--- src/rtl/uart_pkg.sv ---
// Shared UART definitions: frame geometry, line idle level and the
// transmit scheduler state encoding.
package uart_pkg;

    localparam int   UART_FRAME_BITS = 10;
    localparam logic UART_IDLE_LEVEL = 1'b1;

    typedef enum logic [2:0] {
        ST_IDLE,
        ST_LAUNCH,
        ST_WAIT_BUSY,
        ST_WAIT_DONE,
        ST_GAP
    } tx_sched_state_t;

endpackage

--- src/rtl/uart_tx_scheduler_rr_arbiter.sv ---
// Combinational round-robin arbiter with a sticky lock override.
// The search starts one past last_grant and wraps modulo N.
module rr_arbiter #(
    parameter  int N  = 4,
    localparam int IW = (N > 1) ? $clog2(N) : 1
) (
    input  logic [N-1:0]  req,
    input  logic [IW-1:0] last_grant,
    input  logic          lock_valid,
    input  logic [IW-1:0] lock_id,
    output logic [N-1:0]  grant,
    output logic [IW-1:0] grant_idx
);

    logic          found;
    logic [IW-1:0] cand;

    // A valid lock wins outright; otherwise the first requester after
    // last_grant wins, so the previous winner is considered last.
    always_comb begin
        grant     = '0;
        grant_idx = '0;
        found     = 1'b0;
        cand      = '0;
        if (lock_valid && req[lock_id]) begin
            grant[lock_id] = 1'b1;
            grant_idx      = lock_id;
            found          = 1'b1;
        end
        for (int k = 1; k <= N; k++) begin
            cand = IW'((int'(last_grant) + k) % N);
            if (!found && req[cand]) begin
                grant[cand] = 1'b1;
                grant_idx   = cand;
                found       = 1'b1;
            end
        end
    end

endmodule

--- src/rtl/uart_tx_scheduler.sv ---
// Shares one UART transmitter between NUM_REQ byte producers: accepts a
// byte, pulses tx_enable, follows tx_busy to frame end, then idles gap_cycles.
module uart_tx_scheduler
    import uart_pkg::*;
#(
    parameter  int NUM_REQ   = 4,
    parameter  int MAX_BURST = 16,
    localparam int IDW       = $clog2(NUM_REQ),
    localparam int BCW       = $clog2(MAX_BURST + 1)
) (
    input  logic                 clk,
    input  logic                 rst,
    input  logic [NUM_REQ-1:0]   req_valid,
    input  logic [8*NUM_REQ-1:0] req_data,
    input  logic [NUM_REQ-1:0]   req_lock,
    output logic [NUM_REQ-1:0]   req_ready,
    input  logic [15:0]          gap_cycles,
    input  logic                 tx_busy,
    output logic                 tx_enable,
    output logic [7:0]           tx_data,
    output logic [IDW-1:0]       grant_id,
    output logic                 sched_busy,
    output logic [15:0]          frame_count
);

    tx_sched_state_t    state, state_next;
    logic [15:0]        gap_cnt;
    logic [BCW-1:0]     burst_cnt;
    logic               lock_pending;
    logic               lock_valid;
    logic               accept;
    logic               frame_done;
    logic [NUM_REQ-1:0] arb_grant;
    logic [IDW-1:0]     arb_idx;

    // The lock only holds while the burst budget is not yet exhausted.
    assign lock_valid = lock_pending && (burst_cnt < BCW'(MAX_BURST));
    assign accept     = (state == ST_IDLE) && !tx_busy && (|req_valid);
    assign frame_done = (state == ST_WAIT_DONE) && !tx_busy;

    rr_arbiter #(.N(NUM_REQ)) u_arb (
        .req        (req_valid),
        .last_grant (grant_id),
        .lock_valid (lock_valid),
        .lock_id    (grant_id),
        .grant      (arb_grant),
        .grant_idx  (arb_idx)
    );

    always_ff @(posedge clk or posedge rst) begin
        if (rst) begin
            state <= ST_IDLE;
        end else begin
            state <= state_next;
        end
    end

    always_comb begin
        state_next = state;
        case (state)
            ST_IDLE:      if (accept) state_next = ST_LAUNCH;
            ST_LAUNCH:    state_next = ST_WAIT_BUSY;
            ST_WAIT_BUSY: if (tx_busy) state_next = ST_WAIT_DONE;
            ST_WAIT_DONE: if (!tx_busy) state_next = (gap_cycles != 16'd0) ? ST_GAP : ST_IDLE;
            ST_GAP:       if (gap_cnt <= 16'd1) state_next = ST_IDLE;
            default:      state_next = ST_IDLE;
        endcase
    end

    always_comb begin
        req_ready  = accept ? arb_grant : '0;
        sched_busy = (state != ST_IDLE);
    end

    // Everything captured at accept time; tx_data then holds until the
    // next accept, so the transmitter may sample it at any point.
    always_ff @(posedge clk or posedge rst) begin
        if (rst) begin
            tx_enable    <= 1'b0;
            tx_data      <= {8{UART_IDLE_LEVEL}};
            grant_id     <= '0;
            lock_pending <= 1'b0;
            burst_cnt    <= '0;
        end else begin
            tx_enable <= accept;
            if (accept) begin
                tx_data      <= req_data[8*arb_idx +: 8];
                grant_id     <= arb_idx;
                lock_pending <= req_lock[arb_idx];
                burst_cnt    <= (lock_valid && arb_idx == grant_id) ? burst_cnt + BCW'(1) : BCW'(1);
            end
        end
    end

    always_ff @(posedge clk or posedge rst) begin
        if (rst) begin
            frame_count <= 16'd0;
            gap_cnt     <= 16'd0;
        end else begin
            if (frame_done) begin
                frame_count <= frame_count + 16'd1;
                gap_cnt     <= gap_cycles;
            end else if (state == ST_GAP) begin
                gap_cnt <= gap_cnt - 16'd1;
            end
        end
    end

endmodule

--- config.mk ---
export PLATFORM = sky130hd
export DESIGN_NAME = uart_tx_scheduler
export DESIGN_NICKNAME = d
export VERILOG_FILES = /design/src/rtl/uart_pkg.sv /design/src/rtl/uart_tx_scheduler_rr_arbiter.sv /design/src/rtl/uart_tx_scheduler.sv
export SDC_FILE = /design/constraint.sdc
export NUM_CORES = 1
export LEC_CHECK = 0
export CORE_ASPECT_RATIO = 1.5
export CORE_MARGIN = 1
export CORE_UTILIZATION = 35
export CTS_CLUSTER_DIAMETER = 200
export DETAILED_ROUTE_END_ITERATION = 7
export GPL_TIMING_DRIVEN = 0
export MAX_ROUTING_LAYER = met4
export PLACE_DENSITY_LB_ADDON = 0.12
export SETUP_SLACK_MARGIN = 0.05
export SYNTH_ARGS = -nofsm -noshare
export SYNTH_HDL_FRONTEND = slang
export SYNTH_SLANG_ARGS = --single-unit
--- constraint.sdc ---
create_clock -name clk -period 4.17 [get_ports clk]
set_input_delay 0.417 -clock clk [delete_from_list [all_inputs] [get_ports clk]]
set_output_delay 0.417 -clock clk [all_outputs]
set_load 0.02 [all_outputs]
==> qor.csv, run 1 <==
metric;value;unit
core-area;0.00969;mm²
setup_viol;0;
cts_tree;done;
synth_top_area_share;31.6;%
reg2reg_slack;780;ps
numPortBuffers;87;
hold_path_class;flip-flop to flip-flop;
hold_path_end;tx_data[5];
hpwl;6900;µm
worstPathRequired;3750;ps
die-area;0.0104;mm²
die_w;83.4;µm
drive_gt1_share;14.4;%
synth_enable_flop_cells;0;
endpoint_kind;output port;
clockPowerShare;12.8;%
combPwrFrac;61.0;%
ys_ff_latch;52;
ir_drop;0.000439;V
clock_path_buffers;2;
drtPass1Iterations;4;
antenna_cells;0;
die_h;124;µm
first_global_vias;2926;
globalRouteOverflowTotal;0;
status;complete, no violations;
start_util;35.9;%
drcViolationCount;0;
fin_nets;515;
rr_worst_depth;13;
cts_sinks;52;
syn_area_per_cell;9.97;µm²
num_rows;44;
htree_levels;2;
slowest_delay;530;ps
swShare;41.1;%
drt_iter0_drc;86;
cp_cell_sequence;buf_4 -> buf_6 -> inv_1 -> ha_1 -> buf_6 -> mux4_2 -> buf_6 -> nor3_1 -> o21a_1 -> a221oi_1 -> nor2_1 -> dlymetal6s2s_1;
reg2reg_to;tx_data[4];
place_congestion;0.864;
worst_hold_path.num_cells;2;
boundaryPins;91;
path_max_fanout;10;
maxCapViolCount;0;
start_kind;flip-flop;
rsz0062_at_grt;false;
async_reset_ff_share;100;%
crit_top_cell;buf_6;
antenna_found_initial;0;
leakage;2.00;nW
synthDistinctLibCells;58;
worstMarginPinSlew;1040;ps
slew_viol_final;0;
min_from;tx_data[5];
path_clk_slew;70;ps
synth_top_flop_cell;dfrtp_1;
grt_max_degree;28;
p_per_area;700;mW/mm²
p_switching;1.35;mW
timing_hold_violations_final;0;
grt_first_pass_wirelength;14600;µm
final.setup.tns;0;ps
post_cts_buffers;0;
yosys.area.top_type;dfrtp_1;
cp.arrival;3230;ps
internal_power;1.93;mW
yosysWarnings;0;
finalClockSkew;4.65;ps
cp_slowest_cell;mux4_2;
root_buffer;clkbuf_16;
numCtsBuffers;5;
wire_per_inst;15.7;µm
vias_per_cell;5.43;
max_freq;274;MHz
min_period;3650;ps
area_growth;34.6;%
synthCells;349;
crit_type;flip-flop to output port;
netlist_area;0.00348;mm²
slew-limit-headroom;30.3;%
wirelength;8810;µm
synthesis.nets;420;
track_usage;18.1;%
rr_startpoint;grant_id[0];
drtAntennaViolNets;0;
finalCritPeriodShare;87.6;%
seq_area_frac_synth;37.7;%
worstSkewPairLatency;290;ps
holdWs;470;ps
pwr-share-seq;26.1;%
synthTopCellsByArea;dfrtp_1, mux2i_1, dfstp_2, nand2_1, ha_1;
vias;3039;
==> cells in the mapped netlist (6+ instances only) <==
master    count
a21oi_1       6
clkbuf_1      6
dfrtp_1      44
dfstp_2       8
ha_1         12
inv_1        10
mux2_4        9
mux2i_1      23
nand2_1      43
nand2b_1      7
nand3_1      10
nand4_1       6
nor2_1       25
nor3_1        6
nor4_1        8
o211ai_1      8
o21ai_0       7
o21ai_2       9
xnor2_1      15
==> sequential cells by signal, indices dropped and copies added, names as in the netlist <==
signal	cells
frame_count	16
gap_cnt	16
tx_data	8
burst_cnt	5
state	3
grant_id	2
lock_pending	1
tx_enable	1
==> per-stage QoR <==
step                      instance area [µm²]  power (mW)  setup WS [ps]  util, %  cells
after floorplan                          3480        2.34            835        -    349
after global placement                   4490        2.83            191     46.4    551
after detailed placement                 4510        2.87            165     46.6    552
after CTS                                4670        3.31           47.5     48.2    560
after global routing                     4680        3.51            317     48.3    560
final                                    4680        3.28            519     48.3    560
==> cell type report <==
| class | count | area, µm² |
|---|---|---|
| Tap cell | 115 | 144 |
| Timing Repair Buffer | 88 | 901 |
| Multi-Input combinational cell | 269 | 2010 |
| Sequential cell | 52 | 1310 |
| Buffer | 18 | 131 |
| Inverter | 10 | 37.5 |
| Fill cell | 953 | 5010 |
| Clock buffer | 8 | 146 |
==> repair_timing <==
action / in CTS / in global routing
endpoints found under the setup margin: 4 / 4
hold endpoints to repair: 0 / 0
pin swaps: 1 / 0
gates resized for setup: 2 / 5
hold buffers: 0 / 0
==> how the worst max path moves through the flow <==
| stage | startpoint | to | slack, ps | cells past startpoint |
|---|---|---|---|---|
| floorplan | grant_id[0] | req_ready[0] | 830 | 10 |
| global placement | grant_id[0] | req_ready[3] | 190 | 11 |
| detailed placement | grant_id[0] | req_ready[3] | 170 | 11 |
| CTS | grant_id[0] | req_ready[3] | 50 | 12 |
| global route | grant_id[0] | req_ready[3] | 320 | 12 |
| finish | grant_id[0] | req_ready[3] | 520 | 12 |
==> logic make-up (layout without fill, tap and decap cells) <==
kind of cell | count (synthesis) | in the layout | share of synthesized area (%)
AND/OR/NAND/NOR | 127 | 127 | 17.7
adder cells (fa/ha/maj) | 12 | 12 | 4.31
XOR/XNOR | 17 | 17 | 4.28
AO/OA/AOI/OAI | 71 | 71 | 16.1
buffers and inverters | 28 | 124 | 4.85
flip-flops | 52 | 52 | 37.7
multiplexers | 42 | 42 | 15.0
==> metal layers <==
layer	vias to the layer above	routed length (µm)	track usage [%]
met4	0	260	6.89
met3	19	258	2.78
met1	1482	3370	19.1
met5	-	0	-
met2	68	4920	34.2
li1	1470	-	-
==> cell usage in the layout, fill, tap and decap left out, types with 3 or more instances in the layout <==
| master | count |
|---|---|
| a21oi_1 | 6 |
| a221o_1 | 4 |
| a221oi_1 | 4 |
| a22oi_1 | 5 |
| a31oi_1 | 3 |
| and3_1 | 5 |
| buf_2 | 3 |
| buf_6 | 5 |
| clkbuf_1 | 8 |
| clkbuf_16 | 5 |
| clkdlybuf4s50_1 | 83 |
| dfrtp_1 | 43 |
| dfstp_2 | 8 |
| dlymetal6s2s_1 | 4 |
| ha_1 | 12 |
| inv_1 | 9 |
| mux2_2 | 5 |
| mux2_4 | 9 |
| mux2i_1 | 23 |
| mux4_2 | 4 |
| nand2_1 | 43 |
| nand2b_1 | 7 |
| nand3_1 | 10 |
| nand4_1 | 6 |
| nor2_1 | 25 |
| nor2b_1 | 3 |
| nor3_1 | 6 |
| nor4_1 | 8 |
| o211ai_1 | 8 |
| o21ai_0 | 7 |
| o21ai_1 | 5 |
| o21ai_2 | 9 |
| o311ai_0 | 3 |
| or3_1 | 4 |
| xnor2_1 | 15 |
==> worst max-delay path: cells and delay by family (launching register included) <==
| kind | cells | cell delay [ps] |
|---|---|---|
| buffers and inverters | 6 | 1040 |
| and+or+nand+nor | 2 | 280 |
| muxes | 1 | 530 |
| AOI/OAI and AO/OA | 2 | 330 |
| DFF | 1 | 420 |
| adders and majority gates | 1 | 320 |
==> power groups by stage <==
stage	registers, mW	clock network (mW)	logic, mW
after floorplan	0.911	0	1.43
after global placement	0.854	0	1.98
after detailed placement	0.862	0	2.01
after CTS	0.854	0.431	2.03
after global routing	0.883	0.449	2.18
final	0.857	0.421	2.00
Power figures use the tool's default switching activity.
==> run 2, diff against run 1 <==
Settings changed: CORE_MARGIN 1 to unset.
==> results of run 2 <==
The final DEF is identical to that of run 1; final timing and power are the same.
==> run 3, diff against run 2 <==
Settings changed: CAP_MARGIN set to 15, CTS_BUF_LIST set to sky130_fd_sc_hd__clkbuf_4 sky130_fd_sc_hd__clkbuf_8 sky130_fd_sc_hd__clkbuf_16, SETUP_SLACK_MARGIN 0.05 to 0.1.
==> run 3 against run 2 <==
Against the previous run: final area rose by 0.16%; sequential share of layout area about the same; sequential power about the same; utilization up 0.078 points; clock power is 3% higher; global-route usage rose by 0.088 points; first-iteration DRC count rose by 10%; via count shrank 0.43%; critical path depth unchanged; highest routed layer unchanged.
==> qor.csv, run 3 (synthesized netlist as in run 1, its figures left out) <==
metric;value;unit;change
status;complete, no violations;;
endpoint_kind;output port;;
grt_first_pass_wirelength;14600;µm;about the same
track_usage;18.2;%;+0.088 points
drt_iter0_drc;95;;+10%
p_switching;1.35;mW;about the same
grt_max_degree;28;;unchanged
drcViolationCount;0;;unchanged
numPortBuffers;87;;unchanged
n_fill_cell;955;;+0.21%
max_freq;274;MHz;about the same
fin_nets;515;;unchanged
worstPathRequired;3750;ps;about the same
worst_slack;517;ps;-1.99 ps
maxCapViolCount;0;;unchanged
clock_path_buffers;2;;unchanged
path_max_fanout;10;;unchanged
top_regs;frame_count x16, gap_cnt x16, tx_data x8;;
num_rows;44;;unchanged
rsz0062_at_grt;false;;
p_per_area;701;mW/mm²;+0.23%
hold_path_class;flip-flop to flip-flop;;
design_area;0.00469;mm²;+0.16%
finalClockSkew;5.67;ps;+1.02 ps
drtAntennaViolNets;0;;unchanged
area_growth;34.8;%;
place_area;0.00451;mm²;unchanged
root_buffer;clkbuf_16;;
cts-hold-fix-buffers;0;;unchanged
final_common_cell;clkdlybuf4s50_1;;
pre_cts_ws;165;ps;unchanged
slew_viol_final;0;;unchanged
cp.arrival;3240;ps;about the same
p_total;3.29;mW;+0.39%
die_h;124;µm;unchanged
start_kind;flip-flop;;
holdWs;470;ps;-0.0720 ps
place_congestion;0.864;;unchanged
crit_type;flip-flop to output port;;
finalCritPeriodShare;87.6;%;about the same
swShare;41.0;%;-0.17 points
slew-limit-headroom;30.0;%;-0.32 points
final.setup.tns;0;ps;unchanged
cts_sinks;52;;unchanged
path_clk_slew;70;ps;about the same
internal_power;1.94;mW;+0.68%
globalRouteOverflowTotal;0;;unchanged
die-area;0.0104;mm²;unchanged
post_cts_buffers;0;;unchanged
cts_tree;done;;
drtPass1Iterations;4;;unchanged
worstMarginPinSlew;1040;ps;+4.75 ps
ir_drop;0.000437;V;-0.27%
vias_per_cell;5.40;;-0.43%
antenna_cells;0;;unchanged
hpwl;6900;µm;unchanged
pwr-share-seq;26.1;%;about the same
vias;3026;;-0.43%
wire_per_inst;15.7;µm;-0.11%
boundaryPins;91;;unchanged
clockPowerShare;13.1;%;+0.3 points
setup_viol;0;;unchanged
first_global_vias;2921;;-0.17%
numCtsBuffers;5;;unchanged
die_w;83.4;µm;unchanged
wirelength;8800;µm;-0.11%
htree_levels;2;;unchanged
timing_hold_violations_final;0;;unchanged
antenna_found_initial;0;;unchanged
min_period;3650;ps;+1.99 ps
start_util;35.9;%;unchanged
final_cell_mix;clkdlybuf4s50_1, nand2_1, dfrtp_1;;
worstSkewPairLatency;290;ps;about the same
core-area;0.00969;mm²;unchanged
leakage;2.00;nW;+0.34%
combPwrFrac;60.8;%;-0.2 points
drive_gt1_share;14.8;%;+0.45 points
-- run 3: path summary, 6_finish.rpt --
kind	start	end	slack, ps	cells past startpoint
min in group asynchronous	rst	frame_count[13]	520	2
min reg2reg	tx_data[5]	tx_data[5]	470	2
max reg2reg	grant_id[0]	tx_data[4]	770	13
min	tx_data[5]	tx_data[5]	470	2
max	grant_id[0]	req_ready[3]	520	12
max in group asynchronous	rst	tx_data[7]	3020	3
-- run 3: metal layers --
metal	track usage [%]	part of all wire [%]	up-vias
met5	-	0	-
met2	34.1	56	60
met3	3.18	2.8	19
met4	6.89	2.9	0
li1	-	-	1470
met1	19.2	38	1477
-- run 3: layout make-up --
class	count	area [µm²]	area share, %
sequential	52	1310	28.0
tap	115	144	3.07
inverter	10	37.5	0.800
buffer	18	131	2.80
multi-input combinational	269	2010	42.9
clock buffer	8	154	3.28
timing repair buffer	88	901	19.2
-- run 3: critical path, stage by stage, from the launching register on --
cell	delay (ps)
dfrtp_2	420
buf_4	200
buf_6	160
inv_1	140
ha_1	320
buf_6	140
mux4_2	530
buf_6	170
nor3_1	180
o21a_1	220
a221oi_1	110
nor2_1	100
dlymetal6s2s_1	230
-- run 3: per-stage QoR --
stage	cells	utilization, %
6_report	560	48.4
5_1_grt	560	48.4
4_1_cts	560	48.3
3_5_place_dp	552	46.6
3_3_place_gp	551	46.4
2_1_floorplan	349	-
-- run 3: power groups by stage --
stage | clock network, mW | registers [mW] | logic [mW]
global placement | 0 | 0.854 | 1.98
floorplan | 0 | 0.911 | 1.43
global route | 0.465 | 0.883 | 2.18
CTS | 0.444 | 0.855 | 2.03
finish | 0.432 | 0.858 | 2.00
detailed placement | 0 | 0.862 | 2.01
-- run 3: repair_timing --
action,CTS,global route
resized for setup,3,4
setup endpoints to repair,4,4
pin swaps,1,0
